--- config.mk ---
export PLATFORM = sky130hd
export DESIGN_NAME = hh_frame_source_flat
export DESIGN_NICKNAME = d
export VERILOG_FILES = /design/src/rtl/hh_frame_source_pkg.sv /design/src/rtl/hh_frame_source_if.sv /design/src/rtl/hh_bit_timer.sv /design/src/rtl/hh_frame_source.sv /design/src/flat_wrapper.sv
export SDC_FILE = /design/constraint.sdc
export NUM_CORES = 1
export LEC_CHECK = 0
export ABC_AREA = 1
export CORE_MARGIN = 8
export CORE_UTILIZATION = 55
export CTS_CLUSTER_DIAMETER = 100
export DETAILED_ROUTE_END_ITERATION = 10
export GPL_TIMING_DRIVEN = 0
export PLACE_DENSITY_LB_ADDON = 0.3
export SLEW_MARGIN = 20
export SYNTH_ARGS = -nofsm -noshare
export SYNTH_HDL_FRONTEND = slang
export SYNTH_SLANG_ARGS = --single-unit
--- constraint.sdc ---
create_clock -name clock -period 2.1 [get_ports clock]
set_clock_uncertainty 0.1 [all_clocks]
set_input_delay 0.21 -clock clock [delete_from_list [all_inputs] [get_ports clock]]
set_output_delay 0.21 -clock clock [all_outputs]
set_load 0.02 [all_outputs]
--- src/rtl/hh_frame_source_pkg.sv ---
// Shared types, constants and sizing helpers for the HitchHike frame source
// and its companion bit timer.
`timescale 1ns/1ps
package hh_source_pkg;

    typedef enum logic [2:0] {
        ST_IDLE,
        ST_PREAMBLE,
        ST_PAYLOAD,
        ST_TAIL,
        ST_HOLD
    } hh_state_e;

    localparam logic [47:0] HH_PREAMBLE_0x92x6 = {6{8'h92}};

    function automatic int unsigned hh_frame_bits(input int unsigned pre_w,
                                                  input int unsigned pay_w,
                                                  input int unsigned rep,
                                                  input int unsigned tail_w);
        return pre_w + pay_w * rep + tail_w;
    endfunction

    // Width of a counter running 0..n-1, never narrower than one bit.
    function automatic int unsigned hh_cnt_w(input int unsigned n);
        return (n < 2) ? 1 : $clog2(n);
    endfunction

    function automatic int unsigned hh_max3(input int unsigned a,
                                            input int unsigned b,
                                            input int unsigned c);
        int unsigned m;
        m = (a > b) ? a : b;
        return (m > c) ? m : c;
    endfunction

endpackage

--- src/rtl/hh_frame_source_if.sv ---
// Control and serial-output bundle between a frame-source controller and the
// frame source itself.
`timescale 1ns/1ps
interface hh_frame_source_if #(
    parameter int unsigned PAYLOAD_W = 10
);
    logic                 trigger;
    logic                 loop;
    logic                 load_valid;
    logic [PAYLOAD_W-1:0] load_data;
    logic                 data_out;
    logic                 bit_strobe;
    logic                 busy;
    logic                 frame_done;

    modport master (
        output trigger, loop, load_valid, load_data,
        input  data_out, bit_strobe, busy, frame_done
    );

    modport slave (
        input  trigger, loop, load_valid, load_data,
        output data_out, bit_strobe, busy, frame_done
    );
endinterface

--- src/rtl/hh_bit_timer.sv ---
// Bit-period divider: counts 0..BIT_PERIOD-1 and flags count 0 as the tick.
`timescale 1ns/1ps
module hh_bit_timer
    import hh_source_pkg::*;
#(
    parameter int unsigned BIT_PERIOD = 50,
    parameter int unsigned CNT_W      = hh_cnt_w(BIT_PERIOD)
) (
    input  logic clock,
    input  logic reset,
    input  logic clear_i,
    output logic tick_o
);

    logic [CNT_W-1:0] count_q;
    logic [CNT_W-1:0] count_d;

    always_comb begin
        count_d = count_q + CNT_W'(1);
        if (clear_i || count_q == CNT_W'(BIT_PERIOD - 1)) begin
            count_d = '0;
        end
    end

    always_ff @(posedge clock or negedge reset) begin
        if (!reset) begin
            count_q <= '0;
        end else begin
            count_q <= count_d;
        end
    end

    assign tick_o = (count_q == '0);

endmodule

--- src/rtl/hh_frame_source.sv ---
// Serial frame generator: preamble, REP-times repeated payload, zero tail,
// one bit per BIT_PERIOD clocks while trigger is held high.
`timescale 1ns/1ps
module hh_frame_source
    import hh_source_pkg::*;
#(
    parameter int unsigned             PAYLOAD_W       = 10,
    parameter int unsigned             REP             = 3,
    parameter int unsigned             PREAMBLE_W      = 48,
    parameter logic [PREAMBLE_W-1:0]   PREAMBLE        = HH_PREAMBLE_0x92x6,
    parameter int unsigned             TAIL_W          = 24,
    parameter int unsigned             BIT_PERIOD      = 50,
    parameter logic [PAYLOAD_W-1:0]    DEFAULT_PAYLOAD = 10'b10_1010_1010
) (
    input  logic             clock,
    input  logic             reset,
    hh_frame_source_if.slave bus
);

    localparam int unsigned FIELD_W = hh_cnt_w(hh_max3(PREAMBLE_W, PAYLOAD_W, TAIL_W));
    localparam int unsigned REP_W   = hh_cnt_w(REP);

    hh_state_e            state_q, state_d;
    logic [FIELD_W-1:0]   field_q, field_d;
    logic [REP_W-1:0]     rep_q, rep_d;
    logic [PAYLOAD_W-1:0] shadow_q, shadow_d;
    logic [PAYLOAD_W-1:0] work_q, work_d;
    logic                 data_q, data_d;
    logic                 strobe_q, strobe_d;
    logic                 done_q, done_d;
    logic                 tick;
    logic                 timer_clear;
    logic                 start;
    logic                 finish;

    function automatic logic pre_bit(input logic [FIELD_W-1:0] idx);
        logic [PREAMBLE_W-1:0] s;
        s = PREAMBLE << idx;
        return s[PREAMBLE_W-1];
    endfunction

    function automatic logic pay_bit(input logic [PAYLOAD_W-1:0] p,
                                     input logic [FIELD_W-1:0]   idx);
        logic [PAYLOAD_W-1:0] s;
        s = p << idx;
        return s[PAYLOAD_W-1];
    endfunction

    // Divider free-runs through field and frame boundaries; it is only held
    // at zero while idle-able, so the first bit lands on the trigger edge.
    assign timer_clear = !bus.trigger || (state_q == ST_HOLD);

    hh_bit_timer #(
        .BIT_PERIOD(BIT_PERIOD)
    ) u_timer (
        .clock  (clock),
        .reset  (reset),
        .clear_i(timer_clear),
        .tick_o (tick)
    );

    always_comb begin
        state_d  = state_q;
        field_d  = field_q;
        rep_d    = rep_q;
        data_d   = data_q;
        strobe_d = 1'b0;
        done_d   = 1'b0;
        work_d   = work_q;
        shadow_d = bus.load_valid ? bus.load_data : shadow_q;
        start    = 1'b0;
        finish   = 1'b0;

        if (!bus.trigger) begin
            state_d = ST_IDLE;
            field_d = '0;
            rep_d   = '0;
            data_d  = 1'b0;
        end else begin
            unique case (state_q)
                ST_IDLE: start = 1'b1;
                ST_PREAMBLE: if (tick) begin
                    strobe_d = 1'b1;
                    if (field_q == FIELD_W'(PREAMBLE_W - 1)) begin
                        state_d = ST_PAYLOAD;
                        field_d = '0;
                        rep_d   = '0;
                        data_d  = pay_bit(work_q, '0);
                    end else begin
                        field_d = field_q + FIELD_W'(1);
                        data_d  = pre_bit(field_q + FIELD_W'(1));
                    end
                end
                ST_PAYLOAD: if (tick) begin
                    strobe_d = 1'b1;
                    if (rep_q != REP_W'(REP - 1)) begin
                        rep_d = rep_q + REP_W'(1);
                    end else if (field_q != FIELD_W'(PAYLOAD_W - 1)) begin
                        field_d = field_q + FIELD_W'(1);
                        rep_d   = '0;
                        data_d  = pay_bit(work_q, field_q + FIELD_W'(1));
                    end else if (TAIL_W != 0) begin
                        state_d = ST_TAIL;
                        field_d = '0;
                        rep_d   = '0;
                        data_d  = 1'b0;
                    end else begin
                        finish = 1'b1;
                    end
                end
                ST_TAIL: if (tick) begin
                    if (field_q == FIELD_W'(TAIL_W - 1)) begin
                        finish = 1'b1;
                    end else begin
                        strobe_d = 1'b1;
                        field_d  = field_q + FIELD_W'(1);
                        data_d   = 1'b0;
                    end
                end
                ST_HOLD: data_d = 1'b0;
                default: state_d = ST_IDLE;
            endcase
        end

        if (finish) begin
            done_d   = 1'b1;
            strobe_d = 1'b0;
            if (bus.loop) begin
                start = 1'b1;
            end else begin
                state_d = ST_HOLD;
                field_d = '0;
                rep_d   = '0;
                data_d  = 1'b0;
            end
        end

        // shadow_d already carries a same-cycle load, so it bypasses into the frame
        if (start) begin
            state_d  = ST_PREAMBLE;
            field_d  = '0;
            rep_d    = '0;
            work_d   = shadow_d;
            data_d   = pre_bit('0);
            strobe_d = 1'b1;
        end
    end

    always_ff @(posedge clock or negedge reset) begin
        if (!reset) begin
            state_q  <= ST_IDLE;
            field_q  <= '0;
            rep_q    <= '0;
            shadow_q <= DEFAULT_PAYLOAD;
            work_q   <= DEFAULT_PAYLOAD;
            data_q   <= 1'b0;
            strobe_q <= 1'b0;
            done_q   <= 1'b0;
        end else begin
            state_q  <= state_d;
            field_q  <= field_d;
            rep_q    <= rep_d;
            shadow_q <= shadow_d;
            work_q   <= work_d;
            data_q   <= data_d;
            strobe_q <= strobe_d;
            done_q   <= done_d;
        end
    end

    assign bus.data_out   = data_q;
    assign bus.bit_strobe = strobe_q;
    assign bus.frame_done = done_q;
    assign bus.busy       = (state_q == ST_PREAMBLE) || (state_q == ST_PAYLOAD) ||
                            (state_q == ST_TAIL);

endmodule
--- src/flat_wrapper.sv ---
// flat-port wrapper written by rule: the top's interface ports become plain ports
module hh_frame_source_flat import hh_source_pkg::*;
#(
    parameter int unsigned             PAYLOAD_W       = 10,
    parameter int unsigned             REP             = 3,
    parameter int unsigned             PREAMBLE_W      = 48,
    parameter logic [PREAMBLE_W-1:0]   PREAMBLE        = HH_PREAMBLE_0x92x6,
    parameter int unsigned             TAIL_W          = 24,
    parameter int unsigned             BIT_PERIOD      = 50,
    parameter logic [PAYLOAD_W-1:0]    DEFAULT_PAYLOAD = 10'b10_1010_1010
)
  (clock, reset, bus_trigger, bus_loop, bus_load_valid, bus_load_data, bus_data_out, bus_bit_strobe, bus_busy, bus_frame_done);
  hh_frame_source_if #(.PAYLOAD_W(PAYLOAD_W)) bus_i ();
  input  logic clock;
  input  logic reset;
  input wire logic [$bits(bus_i.trigger)-1:0] bus_trigger;
  input wire logic [$bits(bus_i.loop)-1:0] bus_loop;
  input wire logic [$bits(bus_i.load_valid)-1:0] bus_load_valid;
  input wire logic [$bits(bus_i.load_data)-1:0] bus_load_data;
  output wire logic [$bits(bus_i.data_out)-1:0] bus_data_out;
  output wire logic [$bits(bus_i.bit_strobe)-1:0] bus_bit_strobe;
  output wire logic [$bits(bus_i.busy)-1:0] bus_busy;
  output wire logic [$bits(bus_i.frame_done)-1:0] bus_frame_done;
  assign bus_i.trigger = bus_trigger;
  assign bus_i.loop = bus_loop;
  assign bus_i.load_valid = bus_load_valid;
  assign bus_i.load_data = bus_load_data;
  assign bus_data_out = bus_i.data_out;
  assign bus_bit_strobe = bus_i.bit_strobe;
  assign bus_busy = bus_i.busy;
  assign bus_frame_done = bus_i.frame_done;
  hh_frame_source #(.PAYLOAD_W(PAYLOAD_W), .REP(REP), .PREAMBLE_W(PREAMBLE_W), .PREAMBLE(PREAMBLE), .TAIL_W(TAIL_W), .BIT_PERIOD(BIT_PERIOD), .DEFAULT_PAYLOAD(DEFAULT_PAYLOAD)) u_core (.clock(clock), .reset(reset), .bus(bus_i));
endmodule
==> impl_metrics.toml, run 1 <==
[synth]
syn_nets = 333
syn_avg_cell_area_sq_um = 7.98
synth_area_leaders = "dfrtp_1, nand2_1, dfstp_2, nand3_1, inv_1"
syn_inst = 312
ys_warn_count = 0
synth-async-reset-ratio_pct = 100
synth_edf_count = 0
yosysMostFrequentCell = "nand2_1"
ys_types = 36
ys_ff_latch = 40
syn_area_sq_um = 2490
yosysSeqAreaShare_pct = 40.7
synth_top_area_share_pct = 30.2
yosysTopAreaCell = "dfrtp_1"
synthTopCellsByCount = "nand2_1, inv_1, dfrtp_1"
yosys_most_used_dff = "dfrtp_1"

[clock_network]
clockBufferDepth = 2
cts_sinks = 40
cts_made_buffers = 5
cts_tree = "built"
cts_root_buf = "clkbuf_8"
clock_latency_ns = 0.30
clk_pin_slew_ns = 0.08
htreeDepth = 2

[worst_setup_path]
cp.arrival_ns = 1.69
criticalPathCategory = "register to output pin"
worstPathMaxFanout = 9
path_cells = "nor2_2 > nor2_4 > clkdlybuf4s50_1"
end_kind = "output pin"
startpoint_type = "register"
worst-endpoint-required_ns = 1.79
slowest_delay_ns = 0.66
crit_slowest_cell = "clkdlybuf4s50_1"

[global_routing]
antenna_found_initial = 0
grt_pass1_vias = 2184
grt_pass1_wl_microns = 10200
gr-total-overflow = 0
grt_max_degree = 24
grt_usage_pct = 17.4

[routing]
wl_per_cell_microns = 15.3
num_vias = 2228
drc = 0
via_per_inst = 5.67
wl_microns = 6020
drtAntennaViolNets = 0
drt_iter0_markers = 250
drtPass1Iterations = 5

[die]
die_area_sq_um = 6930
die_w_microns = 83.3
die_y_microns = 83.3
core_region_area_sq_um = 4350
initial_core_util_pct = 57.2
rows = 24
pin_count = 19

[placed_design]
dp_cells = 382
portBuffers = 17
dp_hpwl_microns = 4410
dpl_worst_slack_ns = 0.0576
place_congestion = 0.954
placed_area_sq_um = 2750

[finish]
finalNetCount = 361
antenna-diode-count = 0
final_area_sq_um = 2920
area_growth_pct = 17.3
fill_cells = 358
final_cells = 393
drive_above_1_share_pct = 20.2

[power_and_ir_drop]
power-per-cell-area_nw_per_um2 = 740
vdd.ir_drop.worst_mv = 0.615
leakagePower_uw = 0.00134

[sta]
min_period_ns = 2.00
fmax_mhz = 500
relSlewSlack_pct = 61.1
fin_ws_ns = 0.0993
finalSetupViolations = 0
rsz0062_at_grt = "no"
hold_viol_final = 0
worst_pin_slew_ns = 0.584
maxSlewViolCount = 0
fin_crit_sh_pct = 95.3

[status]
outcome = "finished, final reports clean"

[flow_run]
maxCapViolations = 0

[min_path]
holdCritPathClass = "primary input to async pin"
[repair_timing]
action | CTS | global route
buffers inserted | 0 | 1
resized for setup | 1 | 9
endpoints found under the setup margin | 1 | 18
endpoints found under the hold margin | 15 | 0
cloned | 0 | 1
hold buffers | 1 | 0
[cells in the final DEF (no fill, tap or decap), types with 2 or more instances in the layout]
cell and n:
a211oi_1 2, a21oi_1 20, buf_4 2, buf_6 3, clkbuf_1 2, clkbuf_8 6, clkdlybuf4s50_1 16, dfrtp_1 29
dfstp_2 10, ha_1 5, inv_1 37, inv_2 2, mux2_2 10, nand2_1 71, nand2_2 7, nand3_1 29
nand4_1 4, nor2_1 26, nor2_2 3, nor2_4 6, nor3_1 3, nor3b_1 2, o211ai_1 4, o21ai_0 13
o21ai_2 9
[layout make-up]
| class | count | area, sq um | area share [%] |
|---|---|---|---|
| Multi-Input combinational cell | 225 | 1280 | 44.0 |
| Sequential cell | 40 | 1010 | 34.7 |
| Timing Repair Buffer | 21 | 221 | 7.58 |
| Inverter | 41 | 155 | 5.31 |
| Clock buffer | 6 | 82.6 | 2.83 |
| Tap cell | 52 | 65.1 | 2.23 |
| Buffer | 6 | 57.6 | 1.97 |
| Clock inverter | 2 | 38.8 | 1.33 |
[logic make-up (layout without fill, tap and decap cells)]
kind of cell | after synthesis | count (layout) | share of synthesized area [%]
AO/OA/AOI/OAI | 53 | 53 | 13.4
XOR/XNOR | 2 | 2 | 0.704
adder cells (fa/ha/maj) | 6 | 6 | 3.02
buffers and inverters | 47 | 76 | 8.55
flip-flops | 40 | 40 | 40.7
multiplexers | 10 | 10 | 4.52
AND/OR/NAND/NOR | 154 | 154 | 29.1
[where the power goes]
| part | internal, uW | switching, uW |
|---|---|---|
| sequential | 877 | 46.1 |
| combinational | 217 | 341 |
| clock | 389 | 291 |
[per-layer routing]
| metal | part of all wire, % | track usage [%] | vias up |
|---|---|---|---|
| met5 | 0 | 0 | - |
| met4 | 1.9 | 7.19 | 0 |
| met3 | 6.0 | 4.39 | 12 |
| met2 | 46 | 26.4 | 90 |
| met1 | 46 | 22.8 | 1045 |
| li1 | - | - | 1081 |
[sequential cells by signal, indices dropped and copies added, names as in the netlist, 2 cells and up]
signal,cells
u_core.field_q,6
u_core.rep_q,2
u_core.shadow_q,10
u_core.state_q,3
u_core.u_timer.count_q,6
u_core.work_q,10
[final timing paths]
| kind | slack [ns] | to | start | depth (start not counted) |
|---|---|---|---|---|
| max reg2reg | 0.15 | u_core.bus.data_out | u_core.field_q[1] | 12 |
| max in group asynchronous | 1.08 | u_core.work_q[3] | reset | 3 |
| min reg2reg | 0.40 | u_core.work_q[3] | u_core.work_q[3] | 2 |
| max | 0.1 | bus_busy | u_core.state_q[0] | 3 |
| min in group clock | 0.40 | u_core.work_q[3] | u_core.work_q[3] | 2 |
| min | 0.28 | u_core.shadow_q[0] | reset | 2 |
[per-stage QoR]
step | utilization [%] | setup TNS (ns) | hold WS [ns] | power (uW)
after floorplan | - | 0 | -0.186 | 1300
after global placement | 62.6 | -6.79 | 0.378 | 1440
after detailed placement | 63.1 | 0 | 0.0871 | 1460
after CTS | 66.2 | 0 | 0.293 | 2140
after global routing | 67.1 | 0 | 0.328 | 2270
final | 67.1 | 0 | 0.282 | 2160
[worst max-delay path: cells and delay by family, from the launching register on]
kind,cells,cell delay [ns]
buffers and inverters,1,0.66
DFF,1,0.43
and+or+nand+nor,2,0.31
No activity file was read; power rests on OpenSTA's default activity.
==> inputs of run 2 (changes only) <==
--- a/config.mk
+++ b/config.mk
@@ -7,7 +7,7 @@
 export LEC_CHECK = 0
 export ABC_AREA = 1
 export CORE_MARGIN = 8
-export CORE_UTILIZATION = 55
+export CORE_UTILIZATION = 53
 export CTS_CLUSTER_DIAMETER = 100
 export DETAILED_ROUTE_END_ITERATION = 10
 export GPL_TIMING_DRIVEN = 0
==> constraint.sdc (replaced) <==
create_clock -name clock -period 1.6 [get_ports clock]
set_clock_uncertainty 0.1 [all_clocks]
set_input_delay 0.16 -clock clock [delete_from_list [all_inputs] [get_ports clock]]
set_output_delay 0.16 -clock clock [all_outputs]
set_load 0.02 [all_outputs]
==> impl_metrics.toml, run 2 (same netlist as run 1, synthesis figures left out) <==
[clock_network]
clk_pin_slew_ns = 0.09
htreeDepth = 2
cts_made_buffers = 5
cts_root_buf = "clkbuf_8"
cts_sinks = 40
clockBufferDepth = 2
clock_latency_ns = 0.30
cts_tree = "built"

[placed_design]
placed_area_sq_um = 2750
dp_hpwl_microns = 4380
dp_cells = 384
place_congestion = 0.925
portBuffers = 17

[worst_setup_path]
end_kind = "register"
path_cells = "inv_2 > ha_4 > nand2_4 > nor2_4 > buf_4 > nand4_1 > nand2_2 > nand2_2 > a21oi_2 > nand3_1 > nand2_1 > nand2_1"
cp_top_family = "simple AND/OR/NAND/NOR gates"
r2r_cells = 12
worst-endpoint-required_ns = 1.69
slowest_delay_ns = 0.40
r2r_slack_ns = -0.32
crit_slowest_cell = "dfrtp_1"
cp.arrival_ns = 2.01
critPathCapture = "u_core.bus.data_out"
r2r-start = "u_core.u_timer.count_q[1]"
setup.worst_path.start = "u_core.u_timer.count_q[1]"
criticalPathCategory = "register to register"
crit_buf_inv = 2
timing.rr.end = "u_core.bus.data_out"
worstSetupPathDepth = 12
startpoint_type = "register"
worstPathMaxFanout = 4

[routing]
drtPass1Iterations = 5
wl_per_cell_microns = 16.8
via_per_inst = 5.68
drtAntennaViolNets = 0
wl_microns = 7210
drc = 0
drt_iter0_markers = 304
num_vias = 2429

[power_and_ir_drop]
swShare_pct = 32.9
combPwrFrac_pct = 31.7
vdd.ir_drop.worst_mv = 0.712
p_total_uw = 3100
power.share.clock_pct = 29.1
power_frac_seq_pct = 39.3
leakagePower_uw = 0.00156
p_switching_uw = 1020
power-per-cell-area_nw_per_um2 = 905
p_int_uw = 2080

[status]
violations = "negative setup slack"
outcome = "finished with violations"

[sta]
fin_setup_tns_ns = -4.89
fmax_mhz = 521
worst_pin_slew_ns = 0.548
hold_viol_final = 0
rsz0062_at_grt = "yes"
fin_crit_sh_pct = 120
finalSetupViolations = 23
min_period_ns = 1.92
relSlewSlack_pct = 63.5
maxSlewViolCount = 0
fin_ws_ns = -0.318

[finish]
largestRegisters = "u_core.shadow_q: 10 flops, u_core.work_q: 10 flops"
area_growth_pct = 37.8
final_area_sq_um = 3430
finalNetCount = 394
drive_above_1_share_pct = 42.2
final_cell_mix = "nand2_1, buf_4, inv_1"
final_common_cell = "nand2_1"
final_cells = 428
antenna-diode-count = 0

[die]
die_y_microns = 84.5
die_w_microns = 84.5
core_region_area_sq_um = 4630
pin_count = 19
die_area_sq_um = 7140
initial_core_util_pct = 53.8
rows = 25

[global_routing]
grt_pass1_vias = 2261
gr-total-overflow = 0
grt_pass1_wl_microns = 11100
antenna_found_initial = 0
grt_usage_pct = 19.1
grt_max_degree = 22

[min_path]
holdCritPathClass = "primary input to async pin"

[flow_run]
maxCapViolations = 0
[run 2: cell count changes in the layout (fill, tap and decap cells not counted), sizes merged]
cell / previous run / this run
buf: 8 / 41
clkdlybuf4s15: 0 / 1
clkdlybuf4s50: 16 / 14
dlymetal6s2s: 0 / 1
[run 2: worst min-delay path by stage]
stage	end	depth (start not counted)
final	u_core.bus.bit_strobe	2
after global routing	u_core.shadow_q[8]	2
after CTS	u_core.shadow_q[8]	2
after detailed placement	u_core.shadow_q[8]	1
after global placement	u_core.work_q[0]	2
after floorplan	u_core.bus.bit_strobe	0
[run 2: power groups by stage]
stage               registers [uW]  logic (uW)  clock network [uW]
finish                        1220         983                 902
CTS                           1210         861                 901
global placement              1220         667                   0
detailed placement            1230         688                   0
global route                  1230        1060                 940
floorplan                     1220         478                   0
[run 2: final cells by class]
cell class	count	area, sq um
clock inverter	2	38.8
timing repair buffer	55	495
sequential	40	1020
clock buffer	6	82.6
inverter	41	163
fill	308	1200
tap	54	67.6
multi-input combinational	225	1510
buffer	5	51.3
[run 2: layer usage]
layer	wire length, microns	global-route usage (%)	up-vias
li1	-	-	1139
met1	3040	25.2	1142
met2	3480	30.7	130
met3	514	3.80	18
met4	171	5.83	0
met5	0	0	-
[run 2: timing repair]
item,in CTS,in global routing
buffers inserted,25,10
resized for setup,70,25
gates cloned,1,0
hold buffers,1,0
endpoints found under the hold margin,16,0
pin swaps,27,27
endpoints found under the setup margin,24,25
[run 2: per-stage QoR]
step | hold slack, ns | util (%) | setup slack (ns)
floorplan | -0.236 | - | -0.139
global placement | 0.367 | 58.9 | -0.689
detailed placement | 0.0531 | 59.4 | -0.425
CTS | 0.268 | 70.6 | -0.204
global route | 0.299 | 74.1 | -0.360
finish | 0.250 | 74.1 | -0.318
